$ cat src/rtl/led_seq_arbiter.sv
// Two-requester round-robin owner of a 3-to-8 LED decoder display.
// With no owner the display steps through an auto sequence paced by the prescaler tick.
module led_seq_arbiter #(
   parameter int unsigned TICK_DIV   = 62500000,
   parameter int unsigned HOLD_TICKS = 4
) (
   input  logic       clk,
   input  logic       rst,
   input  logic [1:0] req,
   input  logic [2:0] code0,
   input  logic [2:0] code1,
   output logic [1:0] grant,
   output logic [2:0] sel_code,
   output logic       tick,
   output logic       done
);

   localparam logic [27:0] TICK_LAST = 28'(TICK_DIV - 1);
   localparam logic [3:0]  HOLD_LAST = 4'(HOLD_TICKS - 1);

   typedef enum logic {
      AUTO = 1'b0,
      HOLD = 1'b1
   } state_t;

   state_t      state;
   logic [27:0] presc;
   logic [2:0]  auto_cnt;
   logic [3:0]  hold_cnt;
   logic        last_srv;
   logic        owner;
   logic        winner;
   logic        release_now;

   // Round-robin choice: a lone request wins outright, a tie goes to the
   // requester that was not served last.
   function automatic logic rr_pick(input logic [1:0] r, input logic last);
      case (r)
         2'b01:   return 1'b0;
         2'b10:   return 1'b1;
         default: return ~last;
      endcase
   endfunction

   function automatic logic [2:0] code_of(input logic idx, input logic [2:0] c0,
                                          input logic [2:0] c1);
      return idx ? c1 : c0;
   endfunction

   assign tick        = (presc == TICK_LAST);
   assign owner       = grant[1];
   assign winner      = rr_pick(req, last_srv);
   assign release_now = !req[owner] || (tick && (hold_cnt == HOLD_LAST));

   always_ff @(posedge clk) begin
      if (rst) begin
         presc <= '0;
      end else if (tick) begin
         presc <= '0;
      end else begin
         presc <= presc + 28'd1;
      end
   end

   always_ff @(posedge clk) begin
      if (rst) begin
         state    <= AUTO;
         auto_cnt <= '0;
         hold_cnt <= '0;
         last_srv <= 1'b1;
         grant    <= 2'b00;
         sel_code <= 3'b000;
         done     <= 1'b0;
      end else begin
         done <= 1'b0;
         case (state)
            AUTO: begin
               if (tick) begin
                  auto_cnt <= auto_cnt + 3'd1;
               end
               if (req != 2'b00) begin
                  state    <= HOLD;
                  grant    <= winner ? 2'b10 : 2'b01;
                  sel_code <= code_of(winner, code0, code1);
                  hold_cnt <= '0;
               end else begin
                  sel_code <= tick ? auto_cnt + 3'd1 : auto_cnt;
               end
            end
            HOLD: begin
               // Auto counter stays frozen here; the display shows it again on release.
               if (release_now) begin
                  state    <= AUTO;
                  grant    <= 2'b00;
                  sel_code <= auto_cnt;
                  last_srv <= owner;
                  hold_cnt <= '0;
                  done     <= 1'b1;
               end else if (tick) begin
                  hold_cnt <= hold_cnt + 4'd1;
               end
            end
            default: begin
               state <= AUTO;
               grant <= 2'b00;
            end
         endcase
      end
   end

endmodule

$ cat config.mk
export PLATFORM = sky130hd
export DESIGN_NAME = led_seq_arbiter
export DESIGN_NICKNAME = d
export VERILOG_FILES = /design/src/rtl/led_seq_arbiter.sv
export SDC_FILE = /design/constraint.sdc
export NUM_CORES = 1
export LEC_CHECK = 0
export CAP_MARGIN = 20
export CORE_ASPECT_RATIO = 0.7
export CORE_MARGIN = 5
export CORE_UTILIZATION = 51
export CTS_CLUSTER_DIAMETER = 50
export DETAILED_ROUTE_END_ITERATION = 10
export GPL_TIMING_DRIVEN = 0
export PLACE_DENSITY = 0.84
export SYNTH_ARGS = -nofsm -noshare
export SYNTH_HDL_FRONTEND = slang
export SYNTH_SLANG_ARGS = --single-unit
$ cat constraint.sdc
create_clock -name clk -period 2.15 [get_ports clk]
set_input_delay 0.43 -clock clk [delete_from_list [all_inputs] [get_ports clk]]
set_output_delay 0.43 -clock clk [all_outputs]
set_load 0.1 [all_outputs]
==> Word level (Yosys, flattened, before mapping) <==
Cells that the tools add are included.
{ "classes": {"bitwise": 2, "n_addsub": 3, "muxes": 20, "n_eq_ne": 7, "n_reduce_logical": 9, "n_lt_le_gt_ge": 1} }
{ "ops": {"columns": ["operator", "count"], "rows": [
  ["28-bit by 1-bit adder with 28-bit output, second input constant", 1],
  ["28-bit by 26-bit equality test with 1-bit output, second input constant", 1],
  ["3-bit two-way mux", 4],
  ["4-bit two-way mux", 3],
  ["4-bit case mux with 2 select lines", 1],
  ["2-bit two-way mux", 3],
  ["3-bit case mux with 2 select lines", 1],
  ["2-bit AND reduction", 3],
  ["1-bit two-way mux", 5],
  ["4-bit by 1-bit adder with 4-bit output, second input constant", 1],
  ["4-bit by 2-bit equality test with 1-bit output, second input constant", 1],
  ["1-bit case mux with 2 select lines", 2],
  ["2-bit case mux with 2 select lines", 1],
  ["2-bit OR reduction", 2],
  ["3-bit by 1-bit adder with 3-bit output, second input constant", 1],
  ["3-bit by 2-bit inequality test with 1-bit output, second input constant", 1],
  ["2-bit by 1-bit equality test with 1-bit output, second input constant", 1],
  ["2-bit equality test, second input constant", 1],
  ["1-bit by 2-bit < comparator with 1-bit output, second input constant", 1],
  ["2-bit by 1-bit inequality test with 1-bit output, second input constant", 1],
  ["2-bit inequality test, second input constant", 1],
  ["1-bit inverter", 2],
  ["2-bit nonzero test", 1],
  ["1-bit logical AND", 1],
  ["other kinds (2)", 2]
]} }
{ "word_totals": {"elab_cells": 50, "out_inout_bits": 7, "in_bits": 10, "reg_bits": 43} }

==> Longest topological paths before layout <==
{ "depth": {"ltp_word": 6, "depth_mapped": 8, "mapped_depth_nobuf": 8} }

==> Least setup slack after synthesis <==
OpenSTA, ideal clock, no wires.
{ "synth_path": {"path_kind": "flip-flop to flip-flop", "start": "register presc[14]", "end": "register sel_code[2]", "synth_period_minus_slack_ns": 2.414, "setup_slack_ns": -0.264, "path_stages_with_launch": 8, "t_required_ns": 2.024, "setup_ns": 0.126, "n_path_buf": 0, "arrival_ns": 2.288, "path_cell_list": "dfxtp_1 -> or4_4 -> nor4_4 -> nand3_4 -> inv_2 -> a21oi_2 -> nor4_1 -> nor3_1"} }
{ "synth_between": {"elab_chain_len": 4, "word_cells_on_any_way": 7, "cone_classes": "eq/ne: 2; mux: 3; reduce/logical: 2"} }
{ "synth_rtl": {"columns": ["item", "line", "text"], "rows": [
  ["from (decl)", "27", "logic [27:0] presc;"],
  ["from (signal assigned)", "61", "presc <= presc + 28'd1;"],
  ["28-bit by 26-bit equality test with 1-bit output *", "50", "assign tick = (presc == TICK_LAST);"],
  ["named net tick", "14", "output logic tick,"],
  ["3-bit two-way mux / 1-bit logical AND (equally long branches)", null, null],
  ["3-bit two-way mux / 1-bit logical OR (equally long branches)", "81, 53", null],
  ["3-bit case mux with 2 select lines / 2-bit by 1-bit inequality test with 1-bit output (equally long branches)", null, null],
  ["to (signal assigned)", "84", "sel_code <= code_of(winner, code0, code1);"],
  ["to (signal assigned)", "87", "sel_code <= tick ? auto_cnt + 3'd1 : auto_cnt;"],
  ["to (signal assigned)", "95", "sel_code <= auto_cnt;"],
  ["to (decl)", "13", "output logic [2:0] sel_code,"]
]} }
The timed path passes the listed nets; every way through them passes the cells marked *.
A chain may end at the register's enable or synchronous reset.

==> Final worst setup path <==
{ "layout_path": {"start": "register presc[12]", "end": "output port tick"} }
{ "layout_between": {"elab_chain_len": 1} }
{ "layout_rtl": {"columns": ["item", "line"], "rows": [
  ["28-bit by 26-bit equality test with 1-bit output", "50"],
  ["to (decl)", "14"]
]} }
Every way passes these cells.

==> results by group <==
Clock tree
  – CTS tree: built
  – Root buffer cell: clkbuf_8
  – TritonCTS sink count: 43
  – CTS max path bufs: 2
  – Htree depth: 2
  – Clk pin slew, worst setup/hold paths: 0.08 ns
  – Clock insertion delay at the later pin of the skew report: 0.30 ns
  – CTS buffer count: 5

STA
  – Unrepaired setup endpoints after global routing: true
  – Clk_skew: between 0.007 and 0.008 ns
  – Minimum clock period: roughly 2.4 ns
  – Hold Vio Cnt, Final: 0
  – Slew HR: between 30% and 40%
  – Final Max Tran Viols: 0
  – Final setup violation count: 32
  – Final WS setup: -0.2234 ns
  – Final period util: 110.4%
  – Setup TNS: -2.764 ns
  – FMAX: ~420 MHz
  – Worst slew pin tran: about 0.96 ns

Placement
  – Placed Cells: ~310
  – GP Congestion: a little over 0.8
  – Port bufs: 15
  – DP Worst Slack: -0.9674 ns
  – Final HPWL DP: just over 3000 µm

Worst setup path
  – R2R Setup Slk: -0.20 ns
  – Crit start category: flip-flop
  – Worst path required time: between 1.5 and 2 ns
  – Critical Path Fanout Max: 3
  – Kind of critical path: flip-flop to output pin
  – Critical Path End Type: output pin
  – Crit path DAT: slightly below 2 ns

Floorplan
  – Core box area: ~4000 µm²
  – Rows: 19
  – Die ar.: between 5000 and 6000 µm²
  – # IOs: 17
  – Chip height: around 64 µm
  – Initial Utilization: 52.95%
  – Die Width: 86.51 µm

Layout
  – Fin util: 65.98%
  – Share of cells above drive strength 1: roughly 18%
  – Post-Layout Cell Count: 330
  – Layout area overhead: 24.61%
  – ANT cells: 0
  – Nets: a little under 300
  – Fill cell count: about 330

Yosys
  – Post-synth cell types: 44
  – Number of synthesized register bits: 43
  – Share of synthesized registers carrying an async set or reset: 0%
  – Syn Std Cell Area: about 2100 µm²
  – Ys Warns: 0
  – Mapped Avg Cell Area: 8.529 µm²
  – Cell count after synthesis: between 200 and 250
  – Synth top area cells: dfxtp_1, nor2_1, xor2_1
  – Yosys top cell area share: a little over 40%
  – Number of flops mapped to enable cells by yosys: 0
  – Net count after synthesis: 260
  – Yosys top cell by area: dfxtp_1
  – Post-synthesis sequential area ratio: 41.20%
  – Post-synth top flop: dfxtp_1

Routing
  – Drt wl/cell: roughly 15 µm
  – Routed vias/inst: between 5 and 6
  – Detailed-route DRC error count: 0
  – Post-route ant nets: 0
  – Total number of vias: 1804
  – Pre-Repair DR Iteration Count: 4
  – First DRT Iteration DRCs: 171
  – DRT Wirelength: roughly 4900 µm

Global route
  – Vias in the first global route: between 1500 and 2000
  – Tot GR Track Use: around 17%
  – GR Overflow Total: 0
  – Initial antenna violation count: 0
  – First-pass GRT wire length: approximately 7300 µm
  – Largest net degree at the start of global routing: 13

Min path
  – Hold Path Class: flip-flop to flip-flop

Power and ir drop
  – Peak VDD IR: between 0.3 and 0.4 mV
  – Leak: 1.053 nW
  – Power Dens Cells: 594.4 nW/µm²
  – Final total power: 1.548 mW

Run
  – Max-Cap Viols: 0

Status
  – Run status: finished, violations left
  – Failing checks: setup timing
## power breakdown
group	total, mW	leakage [nW]	switching [mW]	internal [mW]
combinational	0.227	0.659	0.154	0.0730
clock	0.496	0.0422	0.268	0.228
sequential	0.825	0.352	0.0142	0.811
total	1.55	1.05	0.436	1.11
## routing by layer
metal  share of wire, %  global-route usage [%]
met5                  0                       0
met4                1.3                   7.782
met2                 44                   22.52
met1                 50                   24.90
met3                4.8                   4.297
## worst max-delay path, stage by stage (launching register included)
cell and delay [ns]:
dfxtp_4 0.36, or4_4 0.52, nor4_4 0.34, nand3_4 0.16
inv_8 0.09, buf_12 0.16
## cell families after synthesis
family	count (synthesis)	share of synthesized area [%]
multiplexers	4	1.916
XOR/XNOR	28	11.74
AND/OR/NAND/NOR	121	30.66
flip-flops	43	41.20
buffers and inverters	17	3.233
AO/OA/AOI/OAI	27	8.264
adder cells (fa/ha/maj)	5	2.994
## synth_stat cells, types with 2 or more instances
master and count:
nand2_1 18, nand4_1 8, nor2b_1 3, and4_1 2, xnor2_1 11, and3_1 15
o211ai_1 2, buf_2 3, dfxtp_1 43, or4_1 3, o22ai_1 2, mux2i_1 4
xor2_1 17, nor2_1 43, o21ai_0 4, ha_1 5, a22oi_1 3, inv_1 8
a21oi_1 8, nor3_1 5, clkbuf_1 5, nand2b_1 2, nand3_1 9, nor4_1 2
## flip-flops by register name (all words and copies together), names as in the netlist
signal and cells:
auto_cnt 3, done 1, grant 2, hold_cnt 4, last_srv 1, presc 28
sel_code 3, state 1
## path summary, 6_finish.rpt
check / startpoint / end / cells past startpoint
setup reg to reg: presc[12] / hold_cnt[3] / 6
hold reg to reg: presc[0] / presc[0] / 1
setup / recovery: presc[12] / tick / 5
hold / removal: presc[0] / presc[0] / 1
## through the flow
step / instance area, µm² / hold WS [ns]
after floorplan: 2097 / 0.4130
after global placement: 2312 / 0.4235
after detailed placement: 2312 / 0.4334
after CTS: 2482 / 0.4446
after global routing: 2604 / 0.4691
final: 2604 / 0.4458
## cell type report
| class | instances | area [µm²] | area share [%] |
|---|---|---|---|
| tap | 52 | 65.06 | 2.499 |
| clock buffer | 7 | 76.32 | 2.931 |
| clock inverter | 1 | 5.005 | 0.1922 |
| sequential | 43 | 873.3 | 33.54 |
| multi-input combinational | 185 | 1255 | 48.20 |
| timing repair buffer | 25 | 235.2 | 9.034 |
| inverter | 9 | 41.29 | 1.586 |
| buffer | 8 | 52.55 | 2.018 |
## layout by cell type, fill, tap and decap left out, types with 4 or more instances in the layout
| cell | instances |
|---|---|
| xor2_1 | 17 |
| clkbuf_8 | 5 |
| inv_1 | 8 |
| dfxtp_1 | 37 |
| clkbuf_1 | 7 |
| ha_1 | 5 |
| xnor2_1 | 11 |
| dfxtp_2 | 4 |
| nand2_1 | 17 |
| a21oi_1 | 4 |
| clkdlybuf4s50_1 | 8 |
| nor2_1 | 42 |
| nand3_1 | 8 |
| nand4_1 | 8 |
| a21oi_2 | 4 |
| mux2i_1 | 4 |
| and3_1 | 15 |
| buf_4 | 9 |
| dlygate4sd2_1 | 6 |
## what timing repair did
action | CTS | global route
hold buffers | 0 | 0
gates resized for setup | 32 | 22
setup endpoints to repair | 33 | 36
setup buffers | 5 | 5
pin swaps | 4 | 10
No activity file was read; power rests on OpenSTA's default activity.
